### config.mk
export PLATFORM = sky130hd
export DESIGN_NAME = ex_muldiv_ctrl
export DESIGN_NICKNAME = d
export VERILOG_FILES = /design/src/rtl/ex_muldiv_ctrl_pkg.sv /design/src/rtl/ex_muldiv_ctrl_shift_unit.sv /design/src/rtl/ex_muldiv_ctrl.sv
export SDC_FILE = /design/constraint.sdc
export NUM_CORES = 1
export LEC_CHECK = 0
export ABC_AREA = 1
export CAP_MARGIN = 0
export CORE_AREA = 2 2 213 215
export CTS_CLUSTER_DIAMETER = 120
export DETAILED_ROUTE_END_ITERATION = 12
export DIE_AREA = 0 0 215 217
export PLACE_DENSITY = 0.68
export SETUP_SLACK_MARGIN = 0.2
export SYNTH_ARGS = -nofsm -noshare
export SYNTH_HDL_FRONTEND = slang
export SYNTH_SLANG_ARGS = --single-unit
### constraint.sdc
create_clock -name clk -period 4.1 [get_ports clk]
set_clock_uncertainty 0.05 [all_clocks]
set_input_delay 0.615 -clock clk [delete_from_list [all_inputs] [get_ports clk]]
set_output_delay 0.615 -clock clk [all_outputs]
set_load 0.02 [all_outputs]
### src/rtl/ex_muldiv_ctrl_pkg.sv
// Shared encodings for the EX-stage multiply/divide sequencer: op codes, FSM states
// and small op-classification helpers.
package ex_muldiv_ctrl_pkg;
  localparam int MD_WIDTH = 32;

  typedef enum logic [1:0] {
    MD_MULT  = 2'b00,
    MD_MULTU = 2'b01,
    MD_DIV   = 2'b10,
    MD_DIVU  = 2'b11
  } md_op_e;

  typedef enum logic [2:0] {
    ST_IDLE,
    ST_PREP,
    ST_RUN,
    ST_FIX,
    ST_DONE
  } md_state_e;

  function automatic logic md_is_div(input md_op_e op);
    return (op == MD_DIV) || (op == MD_DIVU);
  endfunction

  function automatic logic md_is_signed(input md_op_e op);
    return (op == MD_MULT) || (op == MD_DIV);
  endfunction
endpackage

### src/rtl/ex_muldiv_ctrl_shift_unit.sv
// One radix-2 iteration per step over a 2*WIDTH accumulator: shift-add multiply
// (accumulator shifts right) or restoring divide (accumulator shifts left).
module ex_muldiv_ctrl_shift_unit #(
  parameter int WIDTH = 32
) (
  input  logic               clk,
  input  logic               rst_n,
  input  logic               i_load,
  input  logic               i_step,
  input  logic               i_div,
  input  logic [WIDTH-1:0]   i_init,
  input  logic [WIDTH-1:0]   i_opnd,
  output logic [2*WIDTH-1:0] o_acc
);
  logic [2*WIDTH-1:0] r_acc;
  logic [WIDTH-1:0]   r_opnd;
  logic [WIDTH:0]     w_mul_sum;
  logic [WIDTH:0]     w_div_top;
  logic [WIDTH-1:0]   w_div_diff;
  logic [2*WIDTH-1:0] w_next;

  // Divide: the shifted partial remainder needs WIDTH+1 bits before the trial subtract.
  always_comb begin
    w_mul_sum  = {1'b0, r_acc[2*WIDTH-1:WIDTH]} + (r_acc[0] ? {1'b0, r_opnd} : '0);
    w_div_top  = r_acc[2*WIDTH-1:WIDTH-1];
    w_div_diff = w_div_top[WIDTH-1:0] - r_opnd;
    w_next     = {w_mul_sum, r_acc[WIDTH-1:1]};
    if (i_div) begin
      if (w_div_top >= {1'b0, r_opnd})
        w_next = {w_div_diff, r_acc[WIDTH-2:0], 1'b1};
      else
        w_next = {w_div_top[WIDTH-1:0], r_acc[WIDTH-2:0], 1'b0};
    end
  end

  always_ff @(posedge clk or negedge rst_n) begin
    if (!rst_n) begin
      r_acc  <= '0;
      r_opnd <= '0;
    end else if (i_load) begin
      r_acc  <= {{WIDTH{1'b0}}, i_init};
      r_opnd <= i_opnd;
    end else if (i_step) begin
      r_acc  <= w_next;
    end
  end

  assign o_acc = r_acc;
endmodule

### src/rtl/ex_muldiv_ctrl.sv
// Multi-cycle MULT/MULTU/DIV/DIVU sequencer for the EX stage: stalls the pipe while
// busy and writes the 64-bit result into HI/LO.
module ex_muldiv_ctrl
  import ex_muldiv_ctrl_pkg::*;
#(
  parameter int               WIDTH   = MD_WIDTH,
  parameter logic [WIDTH-1:0] DIV0_LO = '1
) (
  input  logic             clk,
  input  logic             reset,
  input  logic             start,
  input  logic [1:0]       op,
  input  logic [WIDTH-1:0] data_a,
  input  logic [WIDTH-1:0] data_b,
  input  logic             cancel,
  output logic             stall,
  output logic             busy,
  output logic             done,
  output logic [WIDTH-1:0] hi,
  output logic [WIDTH-1:0] lo,
  output logic             div_zero
);
  localparam int CNT_W = $clog2(WIDTH);

  md_state_e          r_state;
  md_op_e             r_op;
  logic [WIDTH-1:0]   r_a, r_b, r_hi, r_lo;
  logic [CNT_W-1:0]   r_cnt;
  logic               r_neg_lo, r_neg_hi, r_busy, r_done, r_div_zero;
  logic               w_is_div, w_is_signed;
  logic [2*WIDTH-1:0] w_acc, w_prod;
  logic [WIDTH-1:0]   w_quo, w_rem, w_fix_hi, w_fix_lo;

  function automatic logic [WIDTH-1:0] mag(input logic [WIDTH-1:0] x, input logic sgn);
    return (sgn && x[WIDTH-1]) ? -x : x;
  endfunction

  assign w_is_div    = md_is_div(r_op);
  assign w_is_signed = md_is_signed(r_op);

  ex_muldiv_ctrl_shift_unit #(.WIDTH(WIDTH)) u_shift (
    .clk    (clk),
    .rst_n  (reset),
    .i_load (r_state == ST_PREP),
    .i_step (r_state == ST_RUN),
    .i_div  (w_is_div),
    .i_init (mag(r_a, w_is_signed)),
    .i_opnd (mag(r_b, w_is_signed)),
    .o_acc  (w_acc)
  );

  // Product is negated as a whole; quotient and remainder carry independent signs.
  always_comb begin
    w_prod   = r_neg_lo ? -w_acc : w_acc;
    w_quo    = r_neg_lo ? -w_acc[WIDTH-1:0] : w_acc[WIDTH-1:0];
    w_rem    = r_neg_hi ? -w_acc[2*WIDTH-1:WIDTH] : w_acc[2*WIDTH-1:WIDTH];
    w_fix_hi = w_is_div ? w_rem : w_prod[2*WIDTH-1:WIDTH];
    w_fix_lo = w_is_div ? w_quo : w_prod[WIDTH-1:0];
  end

  always_ff @(posedge clk or negedge reset) begin
    if (!reset) begin
      r_state    <= ST_IDLE;
      r_op       <= MD_MULT;
      r_a        <= '0;
      r_b        <= '0;
      r_hi       <= '0;
      r_lo       <= '0;
      r_cnt      <= '0;
      r_neg_lo   <= 1'b0;
      r_neg_hi   <= 1'b0;
      r_busy     <= 1'b0;
      r_done     <= 1'b0;
      r_div_zero <= 1'b0;
    end else if (cancel) begin
      r_state <= ST_IDLE;
      r_busy  <= 1'b0;
      r_done  <= 1'b0;
    end else begin
      case (r_state)
        ST_IDLE, ST_DONE: begin
          r_done <= 1'b0;
          r_busy <= start;
          if (start) begin
            r_state    <= ST_PREP;
            r_op       <= md_op_e'(op);
            r_a        <= data_a;
            r_b        <= data_b;
            r_div_zero <= 1'b0;
          end else begin
            r_state <= ST_IDLE;
          end
        end
        ST_PREP: begin
          r_neg_lo <= w_is_signed & (r_a[WIDTH-1] ^ r_b[WIDTH-1]);
          r_neg_hi <= w_is_signed & r_a[WIDTH-1];
          if (w_is_div && (r_b == '0)) begin
            r_state    <= ST_DONE;
            r_busy     <= 1'b0;
            r_done     <= 1'b1;
            r_hi       <= r_a;
            r_lo       <= DIV0_LO;
            r_div_zero <= 1'b1;
          end else begin
            r_state <= ST_RUN;
            r_cnt   <= CNT_W'(WIDTH - 1);
          end
        end
        ST_RUN: begin
          if (r_cnt == '0) r_state <= ST_FIX;
          else             r_cnt   <= r_cnt - CNT_W'(1);
        end
        ST_FIX: begin
          r_state <= ST_DONE;
          r_busy  <= 1'b0;
          r_done  <= 1'b1;
          r_hi    <= w_fix_hi;
          r_lo    <= w_fix_lo;
        end
        default: begin
          r_state <= ST_IDLE;
          r_busy  <= 1'b0;
          r_done  <= 1'b0;
        end
      endcase
    end
  end

  assign stall    = r_busy | (start & (r_state == ST_IDLE));
  assign busy     = r_busy;
  assign done     = r_done;
  assign hi       = r_hi;
  assign lo       = r_lo;
  assign div_zero = r_div_zero;
endmodule

## Word-level counts from Yosys, hierarchy flattened

Index checks and enable logic that the tools add are counted.

- Memories kept: 0
- Latch bits: 0
- ROM bits: 0
- Logic and storage cells: 93
- Bits of input ports: 70
- Register bits after elaboration: 239
- RAM bits: 0

- Muxes and demuxes: 32
- Equality and inequality tests: 13
- Shifts and indexed selects: 0
- $lt $le $gt $ge: 1
- Divide/modulo/power cells: 0
- Reductions and logical operators: 19
- Add/sub/neg operators: 8
- Bitwise operators: 6
- Multiply operators: 0

Operators by type and width:

| cell | count |
|---|---|
| 2-to-1 mux 64 bit | 5 |
| 2-to-1 mux 32 bit | 9 |
| negator 32 bit | 4 |
| case mux 32 bit (2 select lines) | 2 |
| negator 64 bit | 1 |
| adder 32 x 33 -> 33 bit | 1 |
| >= comparator 33 x 32 -> 1 bit | 1 |
| logical NOT 32 bit | 1 |
| subtractor 32 bit | 1 |
| case mux 3 bit (4 select lines) | 1 |
| 2-to-1 mux 5 bit | 2 |
| != test 2 bit (second input constant) | 5 |
| case mux 5 bit (2 select lines) | 1 |
| 2-to-1 mux 3 bit | 3 |
| AND reduction 4 bit | 2 |
| == test 3 x 2 -> 1 bit (second input constant) | 2 |
| 2-to-1 mux 1 bit | 6 |
| != test 3 bit (second input constant) | 2 |
| case mux 1 bit (3 select lines) | 2 |
| AND reduction 3 bit | 2 |
| nonzero test 2 bit | 3 |
| logical NOT 5 bit | 1 |
| subtractor 5 x 1 -> 5 bit (second input constant) | 1 |
| == test 2 bit (second input constant) | 2 |
| 13 further kinds | 19 |

## Depth between registers and ports, before layout

Gate-level depths: netlist of run 1.

- Depth after elaboration: 6
- Gate-level depth with buffers: 19

## Modules after synthesis

From an unflattened synthesis of run 1, not the netlist that was laid out.

- Cells, all modules: 3181
- Area total of the unflattened synthesis: 19573.8 um^2

Modules (own cells, without submodules):

| module | area an instance (um^2) | instances | cells each | sequential area each (um^2) |
|---|---|---|---|---|
| ex_muldiv_ctrl | 9843.2 | 1 | 1547 | 3578.4 |
| ex_muldiv_ctrl_shift_unit | 9730.6 | 1 | 1634 | 2402.3 |

## Worst setup path before layout of run 1

OpenSTA, ideal clock, no wires.

- Kind: reg2reg
- Start point: register u_shift.r_acc[0], in the netlist u_shift.o_acc[0]
- End point: register u_shift.r_acc[61], in the netlist u_shift.o_acc[61]
- Arrival: 2.446 ns
- Library setup time: 0.118 ns
- Cell stages (with the launch flop): 18
- Path slack: 1.486 ns
- Required time: 3.932 ns
- Clock period less this slack: 2.614 ns
- Cell sequence: dfrtp_1 -> buf_2 -> buf_1 -> nand2_1 -> inv_1 -> ha_1 -> inv_1 -> fa_1 -> o21ai_0 -> nand2_1 -> nand2_1 -> nand2_1 -> nand2_1 -> nand2_1 -> nand3_1 -> nand3_1 -> nand3_1 -> nand2_1

- Word-level cells in the longest chain between the ends: 5

RTL lines:

| element | line | RTL |
|---|---|---|
| start, declared | ex_muldiv_ctrl_shift_unit.sv:15 | `logic [2*WIDTH-1:0] r_acc;` |
| start signal, assigned | ex_muldiv_ctrl_shift_unit.sv:41 | `r_acc <= {{WIDTH{1'b0}}, i_init};` |
| start signal, assigned | ex_muldiv_ctrl_shift_unit.sv:44 | `r_acc <= w_next;` |
| 2-to-1 mux 32 bit | ex_muldiv_ctrl_shift_unit.sv:24 | `w_mul_sum = {1'b0, r_acc[2*WIDTH-1:WIDTH]} + (r_acc[0] ? {1'b0, r_opnd} : '0);` |
| adder 32 x 33 -> 33 bit | ex_muldiv_ctrl_shift_unit.sv:24 |  |
| 2-to-1 mux 64 bit | ex_muldiv_ctrl_shift_unit.sv:28 | `if (i_div) begin` |
| 2-to-1 mux 64 bit | ex_muldiv_ctrl_shift_unit.sv:43 | `end else if (i_step) begin` |
| 2-to-1 mux 64 bit | ex_muldiv_ctrl_shift_unit.sv:40 | `end else if (i_load) begin` |

No other way between the ends. The select of a mux whose other input is x is not followed.
A chain may end at the register's enable or synchronous reset.

## Worst setup path after layout of run 1

- Start point: register u_shift.r_acc[57], in the netlist u_shift.o_acc[57]
- End point: register u_shift.r_acc[45], in the netlist u_shift.o_acc[45]

- Word-level cells in the longest chain between the ends: 5

RTL lines:

| element | line | RTL |
|---|---|---|
| >= comparator 33 x 32 -> 1 bit | ex_muldiv_ctrl_shift_unit.sv:29 | `if (w_div_top >= {1'b0, r_opnd})` |
| 2-to-1 mux 64 bit | ex_muldiv_ctrl_shift_unit.sv:29 |  |
| 2-to-1 mux 64 bit | ex_muldiv_ctrl_shift_unit.sv:28 |  |
| 2-to-1 mux 64 bit | ex_muldiv_ctrl_shift_unit.sv:43 |  |
| 2-to-1 mux 64 bit | ex_muldiv_ctrl_shift_unit.sv:40 |  |

No other way between the ends. The select of a mux whose other input is x is not followed.

==> summary.md, run 1 <==
| Metric | Value |
|---|---|
| Status | `finished clean` |
| Pins Over Slew Limit | `0` |
| Initial core utilization | `44.1%` |
| Largest area contributor in the netlist | `dfrtp_1` |
| Total track usage | `35.3%` |
| Critical path's slowest cell | `dfrtp_1` |
| 1st-iter DRT viols | `2887` |
| Grt total ovfl | `0` |
| Rel. slew slack | `35.3%` |
| Cell Rows | `78` |
| Power Total | `0.0195 W` |
| Leak Pwr | `11.6 nW` |
| Post-layout instance count excluding filler cells | `3926` |
| WP depth | `13` |
| Register area | `0.00598 sq mm` |
| Flop2flop setup slack | `510 ps` |
| Yosys reg bits | `239` |
| Hold crit path type | `register to register` |
| Buf+Inv Stages, Crit Path | `0` |
| Area grow syn2layout | `15.3%` |
| Share of layout cells above drive strength 1 | `4.12%` |
| # clock sinks | `239` |
| Post-CTS setup buffer count | `0` |
| DR vias/cell | `5.66` |
| CTS H-tree depth | `1` |
| CP endpoint kind | `register` |
| Max IR drop VDD | `0.000378 V` |
| Post-synthesis async set-or-reset flop share | `100%` |
| Syn Inst Count | `3199` |
| Worst EP arrival | `4020 ps` |
| Register-to-Register Path Depth | `13` |
| Max Fclk | `278 MHz` |
| Resize count post-CTS | `0` |
| Crit path largest cell delay | `690 ps` |
| Fin crit share | `87.7%` |
| Setup Crit Path Kind | `register to register` |
| Core area | `0.0447 sq mm` |
| CTS buffer count | `30` |
| Clock buffer depth | `3` |
| Final count of hold timing violations | `0` |
| Die H | `217 microns` |
| CTS clock-pin slew for the worst setup and hold paths | `60 ps` |
| Ant. Diodes | `0` |
| Filler cell count | `4694` |
| DP Wirelength | `66500 microns` |
| Unrepaired setup endpoints after global routing | `no` |
| M1 WL | `39400 microns` |
| # Max-Cap Violations | `0` |
| Average cell area after synthesis | `6.16 sq um` |
| Port Buffers | `137` |
| Largest net degree at the start of global routing | `82` |
| Worst-path fanout max | `25` |
| CTS tree | `built` |
| Total negative slack | `0 ps` |
| Yosys warns | `0` |
| Vias in the first global route | `20.1k` |
| Die X | `215 microns` |
| Average wire per cell in the routed design | `21.5 microns` |
| First-pass detailed-route iteration total | `7` |
| Multi-input gate area | `0.0116 sq mm` |
| Worst path top cell family by delay | `simple AND/OR/NAND/NOR gates` |
| Tmin final | `3590 ps` |
| Register area share after synthesis | `30.4%` |
| Top-area cell type share of the netlist area | `30.4%` |
| Most frequent cell on the critical path | `nand2_1` |
| Synth Cell Area | `0.0197 sq mm` |
| Cell area power density | `858 mW/mm^2` |
| Num ports | `138` |
| Met3 WL | `10400 microns` |
| Number of synthesized flops with an enable pin | `0` |
| DRC | `0` |
| Top sig layer | `met5` |
| Most used DFF post-synth | `dfrtp_1` |
| DP Cell Count | `3869` |
| Fin nets | `3444` |
| Count of final setup violators | `0` |
| Initial antenna violation count | `4` |
| Req. time, crit path | `4530 ps` |
| Root Driver | `clkbuf_16` |
| Ranking of synthesized cells by area | `dfrtp_1, nand2_1, inv_1` |
| Via count | `22.2k` |
| Syn nets | `3341` |
| Worst hold slack | `428 ps` |
| First-pass GRT wire length | `125000 microns` |
| Worst hold path depth | `2` |
| Count of cell types in the netlist | `51` |
| Die Area | `0.0467 sq mm` |
| Critical Path, Cell by Cell | `ha_1 > nand2_1 > nand2_1 > nand2_1 > nand2_1 > a21oi_1 > nand2_1 > nor2_4 > nand2_4 > nor2_2 > nand2_1 > nand4_1 > nand2_1` |
| Clk_lat worst skew | `600 ps` |
| Final Wtd Congestion | `1.00` |
| Setup crit start kind | `register` |
| Met2 WL | `32300 microns` |
| Routed Antenna Nets | `0` |
| Slew @ Worst Pin | `963 ps` |
| Post-Route WL | `84500 microns` |
-- logic make-up after synthesis --
| kind of cell | Yosys count | share of synthesized area, % |
|---|---|---|
| AOI/OAI and AO/OA | 489 | 13.7 |
| xor gates and xnor gates | 45 | 2.00 |
| adders and majority gates | 72 | 4.65 |
| buffers and inverters | 547 | 10.9 |
| DFF | 239 | 30.4 |
| muxes | 1 | 0.0508 |
| and+or+nand+nor | 1806 | 38.3 |
-- layout by cell type (no fill, tap or decap), types with 5 or more instances in the layout --
cell type,netlist,routed
clkbuf_16,0,30
o21ai_0,244,244
or2_2,10,10
nand4_1,61,61
nor2_4,3,5
xor2_1,38,38
o21a_1,5,5
o21ai_1,10,10
nor3_1,33,33
clkbuf_1,69,6
nand3_1,288,288
a22oi_1,18,18
xnor2_1,7,7
buf_4,1,33
ha_1,70,70
a31oi_1,35,35
a31oi_2,7,7
and2_1,6,6
o31ai_1,6,6
o21bai_1,9,9
dfrtp_1,239,238
nor2_2,7,7
clkdlybuf4s50_1,0,136
inv_1,436,435
inv_2,7,8
o211ai_1,13,13
nand3b_1,13,13
a21oi_1,129,129
clkbuf_8,0,9
nand2_1,1071,1070
nor2_1,296,294
-- per-stage QoR --
| stage | util, % | cell area (sq um) | setup WS (ps) |
|---|---|---|---|
| after CTS | 50.8 | 22700 | 586 |
| after floorplan | - | 19700 | 1490 |
| after global placement | 48.5 | 21700 | 618 |
| after global routing | 50.8 | 22700 | 430 |
| final | 50.8 | 22700 | 506 |
| after detailed placement | 48.5 | 21700 | 628 |
-- final timing paths --
path                                    from           endpoint
min in group asynchronous              reset            r_b[24]
max in group asynchronous              reset            r_a[12]
setup / recovery           u_shift.o_acc[57]  u_shift.o_acc[45]
setup reg to reg           u_shift.o_acc[57]  u_shift.o_acc[45]
hold reg to reg                        hi[3]              hi[3]
hold / removal                         hi[3]              hi[3]
-- area by class of cell --
class / instances / area share (%)
clock buffers: 45 / 3.95
clock inverters: 11 / 0.595
inverters: 444 / 7.33
multi-input cells: 2413 / 51.0
flip-flops and latches: 239 / 26.3
well taps: 600 / 3.30
repair buffers: 174 / 7.45
-- worst register-to-register path, cell delays in order, from the launching register on --
cell and delay [ps]:
dfrtp_1 690, ha_1 400, nand2_1 90, nand2_1 110
nand2_1 110, nand2_1 60, a21oi_1 190, nand2_1 120
nor2_4 380, nand2_4 310, nor2_2 580, nand2_1 220
nand4_1 120, nand2_1 60
-- repair_timing --
action | CTS | global route
hold buffers | 1 | 0
endpoints found under the setup margin | 0 | 0
endpoints found under the hold margin | 64 | 0
-- flip-flops by register name, summed over array words and instances (netlist names) --
| register | cells |
|---|---|
| busy | 1 |
| div_zero | 1 |
| done | 1 |
| hi | 32 |
| lo | 32 |
| r_a | 32 |
| r_b | 32 |
| r_cnt | 5 |
| r_neg_hi | 1 |
| r_neg_lo | 1 |
| r_op | 2 |
| r_state | 3 |
| u_shift.o_acc | 64 |
| u_shift.r_opnd | 32 |
-- Yosys cell counts, types with 11 or more instances --
master	count
xor2_1	38
o21ai_0	244
nand4_1	61
nand2_1	1071
o211ai_1	13
nor2_1	296
a21oi_1	129
a22oi_1	18
buf_1	11
ha_1	70
a31oi_1	35
clkbuf_1	69
nor3_1	33
nand3_1	288
inv_1	436
dfrtp_1	239
nand3b_1	13
buf_2	13
-- power breakdown --
| part | internal, W | total [W] | switching (W) |
|---|---|---|---|
| clock | 0.00164 | 0.00279 | 0.00115 |
| combinational | 0.00375 | 0.0123 | 0.00859 |
| sequential | 0.00323 | 0.00439 | 0.00115 |
-- metal layers --
metal,vias to the layer above,global-route usage (%)
met5,-,0
met4,2,9.06
met3,135,10.8
met2,1174,47.5
met1,10419,54.0
li1,10478,-
Power figures use the tool's default switching activity.
==> run 2: changes to the inputs <==
CORE_AREA = 2 2 244 246   (was 2 2 213 215)
DIE_AREA = 0 0 246 248   (was 0 0 215 217)
PLACE_DENSITY = 0.56   (was 0.68)
clock period = 4.5 ns   (was 4.1 ns; I/O delays follow)
==> summary.md, run 2 (synthesis gave the netlist of run 1 again) <==
| Metric | Value |
|---|---|
| CTS clock-pin slew for the worst setup and hold paths | `70 ps (was 60 ps)` |
| Logic pwr share | `63.1% (was 63.2%)` |
| DRC | `0 (unchanged)` |
| Resize count post-CTS | `0 (unchanged)` |
| Met2 Use GR | `37.1% (was 47.5%)` |
| Count of final setup violators | `0 (unchanged)` |
| P_sw | `0.00940 W (was 0.0109 W)` |
| Worst EP arrival | `3760 ps (was 4020 ps)` |
| Die X | `246 microns (was 215 microns)` |
| Unrepaired setup endpoints after global routing | `no (unchanged)` |
| Share of layout cells above drive strength 1 | `4.15% (was 4.12%)` |
| Pins Over Slew Limit | `0 (unchanged)` |
| CTS H-tree depth | `1 (unchanged)` |
| Sw Share | `54.7% (was 55.8%)` |
| First-pass GRT wire length | `120000 microns (was 125000 microns)` |
| Clock buffer depth | `3 (unchanged)` |
| Worst-path fanout max | `31 (was 25)` |
| P_int | `0.00779 W (was 0.00862 W)` |
| Largest register FFs | `64 (unchanged)` |
| Total track usage | `25.6% (was 35.3%)` |
| Max IR drop VDD | `0.000368 V (was 0.000378 V)` |
| Hold crit path type | `primary input to async pin (was register to register)` |
| Core area | `0.0585 sq mm (was 0.0447 sq mm)` |
| Setup Crit Path Kind | `register to register (unchanged)` |
| Req. time, crit path | `4920 ps (was 4530 ps)` |
| Tmin final | `3350 ps (was 3590 ps)` |
| Critical path's slowest cell | `dfrtp_1 (unchanged)` |
| First-pass detailed-route iteration total | `7 (unchanged)` |
| Cell Rows | `89 (was 78)` |
| Max Fclk | `299 MHz (was 278 MHz)` |
| Clk_lat worst skew | `580 ps (was 600 ps)` |
| # Max-Cap Violations | `0 (unchanged)` |
| Initial antenna violation count | `0 (was 4)` |
| Cell area power density | `751 mW/mm^2 (was 858 mW/mm^2)` |
| Via count | `21.2k (was 22.2k)` |
| Vias in the first global route | `20.0k (was 20.1k)` |
| CTS buffer count | `29 (was 30)` |
| Met3 Use GR | `3.98% (was 10.8%)` |
| Fin nets | `3444 (unchanged)` |
| Final Cell Area | `0.0229 sq mm (was 0.0227 sq mm)` |
| Post-Route WL | `78800 microns (was 84500 microns)` |
| Crit path largest cell delay | `590 ps (was 690 ps)` |
| Most common cell after layout, fill and taps aside | `nand2_1 (unchanged)` |
| Setup crit start kind | `register (unchanged)` |
| Busiest grt layer | `met1 (unchanged)` |
| Final count of hold timing violations | `0 (unchanged)` |
| Rel. slew slack | `37.8% (was 35.3%)` |
| Grt total ovfl | `0 (unchanged)` |
| Critical Path, Cell by Cell | `buf_4 > nand2_1 > fa_1 > o21ai_0 > nand2_1 > nand2_1 > nand2_1 > nand2_1 > nand2_1 > nand3_1 > nand3_1 > nand3_1 > nand2_1 (was ha_1 > nand2_1 > nand2_1 > nand2_1 > nand2_1 > a21oi_1 > nand2_1 > nor2_4 > nand2_4 > nor2_2 > nand2_1 > nand4_1 > nand2_1)` |
| Fin crit share | `74.3% (was 87.7%)` |
| Leak Pwr | `11.6 nW (about the same)` |
| Final Util | `39.2% (was 50.8%)` |
| Die Area | `0.0610 sq mm (was 0.0467 sq mm)` |
| Root Driver | `clkbuf_16 (unchanged)` |
| CTS tree | `built (unchanged)` |
| DP Wirelength | `62200 microns (was 66500 microns)` |
| Average wire per cell in the routed design | `19.2 microns (was 21.5 microns)` |
| Status | `finished clean (unchanged)` |
| Largest net degree at the start of global routing | `109 (was 82)` |
| Power Total | `0.0172 W (was 0.0195 W)` |
| Routed Antenna Nets | `0 (unchanged)` |
| Most frequent cells in the layout | `nand2_1, inv_1, nor2_1, nand3_1, o21ai_0 (unchanged)` |
| 1st-iter DRT viols | `2128 (was 2887)` |
| Slew @ Worst Pin | `932 ps (was 963 ps)` |
| Initial core utilization | `33.7% (was 44.1%)` |
| Most frequent cell on the critical path | `nand2_1 (unchanged)` |
| Total negative slack | `0 ps (unchanged)` |
| # clock sinks | `239 (unchanged)` |
| Num ports | `138 (unchanged)` |
| Met1 Use GR | `38.6% (was 54.0%)` |
| Sequential fraction of design power | `22.6% (was 22.5%)` |
| Die H | `248 microns (was 217 microns)` |
| DR vias/cell | `5.18 (was 5.66)` |
| Port Buffers | `137 (unchanged)` |
| Final Wtd Congestion | `0.986 (was 1.00)` |
| Filler cell count | `6388 (was 4694)` |
| Post-CTS setup buffer count | `0 (unchanged)` |
| CP endpoint kind | `register (unchanged)` |
| Area grow syn2layout | `16.2% (was 15.3%)` |
| DP Area | `0.0219 sq mm (was 0.0217 sq mm)` |
| Clk pwr share | `14.3% (about the same)` |
| Setup WS post-layout | `1150 ps (was 506 ps)` |
| Pre-CTS setup slack | `1230 ps (was 628 ps)` |
| Post-CTS Hold Fix Bufs | `0 (was 1)` |
-- run 2: cell types whose count changed in the layout (fill, tap and decap cells not counted) --
cell and change:
buf_4 +2, bufinv_16 +1, clkbuf_1 -1, clkbuf_16 -1, clkbuf_8 -5, clkinv_8 -1, clkinvlp_4 +3, diode_2 +1
dlygate4sd3_1 -1, inv_6 +2, inv_8 -1, nor2_1 -1, nor2_2 +1
-- run 2: final timing paths --
check | from | endpoint | slack, ps | cells past startpoint
hold reg to reg | lo[5] | lo[5] | 420 | 2
max in group asynchronous | reset | r_a[14] | 3300 | 2
min in group clk | lo[5] | lo[5] | 420 | 2
setup reg to reg | u_shift.o_acc[0] | u_shift.o_acc[61] | 1150 | 13
hold / removal | reset | u_shift.r_opnd[29] | 100 | 1
setup / recovery | u_shift.o_acc[0] | u_shift.o_acc[61] | 1150 | 13
-- run 2: area by class of cell --
class                   count  area [sq um]  area share (%)
well taps                 773           967            4.22
inverters                 444          1670            7.28
clock inverters            15           178           0.776
flip-flops and latches    239          5980            26.1
diodes                      1          2.50          0.0109
repair buffers            175          1700            7.42
multi-input cells        2413         11600            50.7
clock buffers              38           800            3.49
-- run 2: layer usage --
layer	part of all wire [%]	vias to the layer above	routed length [microns]
met5	0	-	0
met4	2.9	0	2320
met3	8.3	104	6510
met2	41	858	32300
met1	48	9772	37700
li1	-	10500	-
-- run 2: power by group through the flow --
stage	logic (W)	clock network [W]	registers, W
final	0.0109	0.00245	0.00389
after floorplan	0.00679	0	0.00386
after global routing	0.0120	0.00257	0.00397
after global placement	0.0107	0	0.00387
after CTS	0.0106	0.00249	0.00385
after detailed placement	0.0105	0	0.00388
-- run 2: worst max-delay path, delay by kind of cell, from the launching register on --
kind / cells / cell delay, ps
DFF: 1 / 590
buffers and inverters: 1 / 440
AOI/OAI and AO/OA: 1 / 530
adders and majority gates: 1 / 510
and+or+nand+nor: 10 / 1110
-- run 2: through the flow --
| stage | hold WS (ps) | instances |
|---|---|---|
| global route | 205 | 4097 |
| CTS | 153 | 4097 |
| finish | 104 | 4098 |
| global placement | 408 | 4044 |
| floorplan | 329 | 3199 |
| detailed placement | 412 | 4044 |
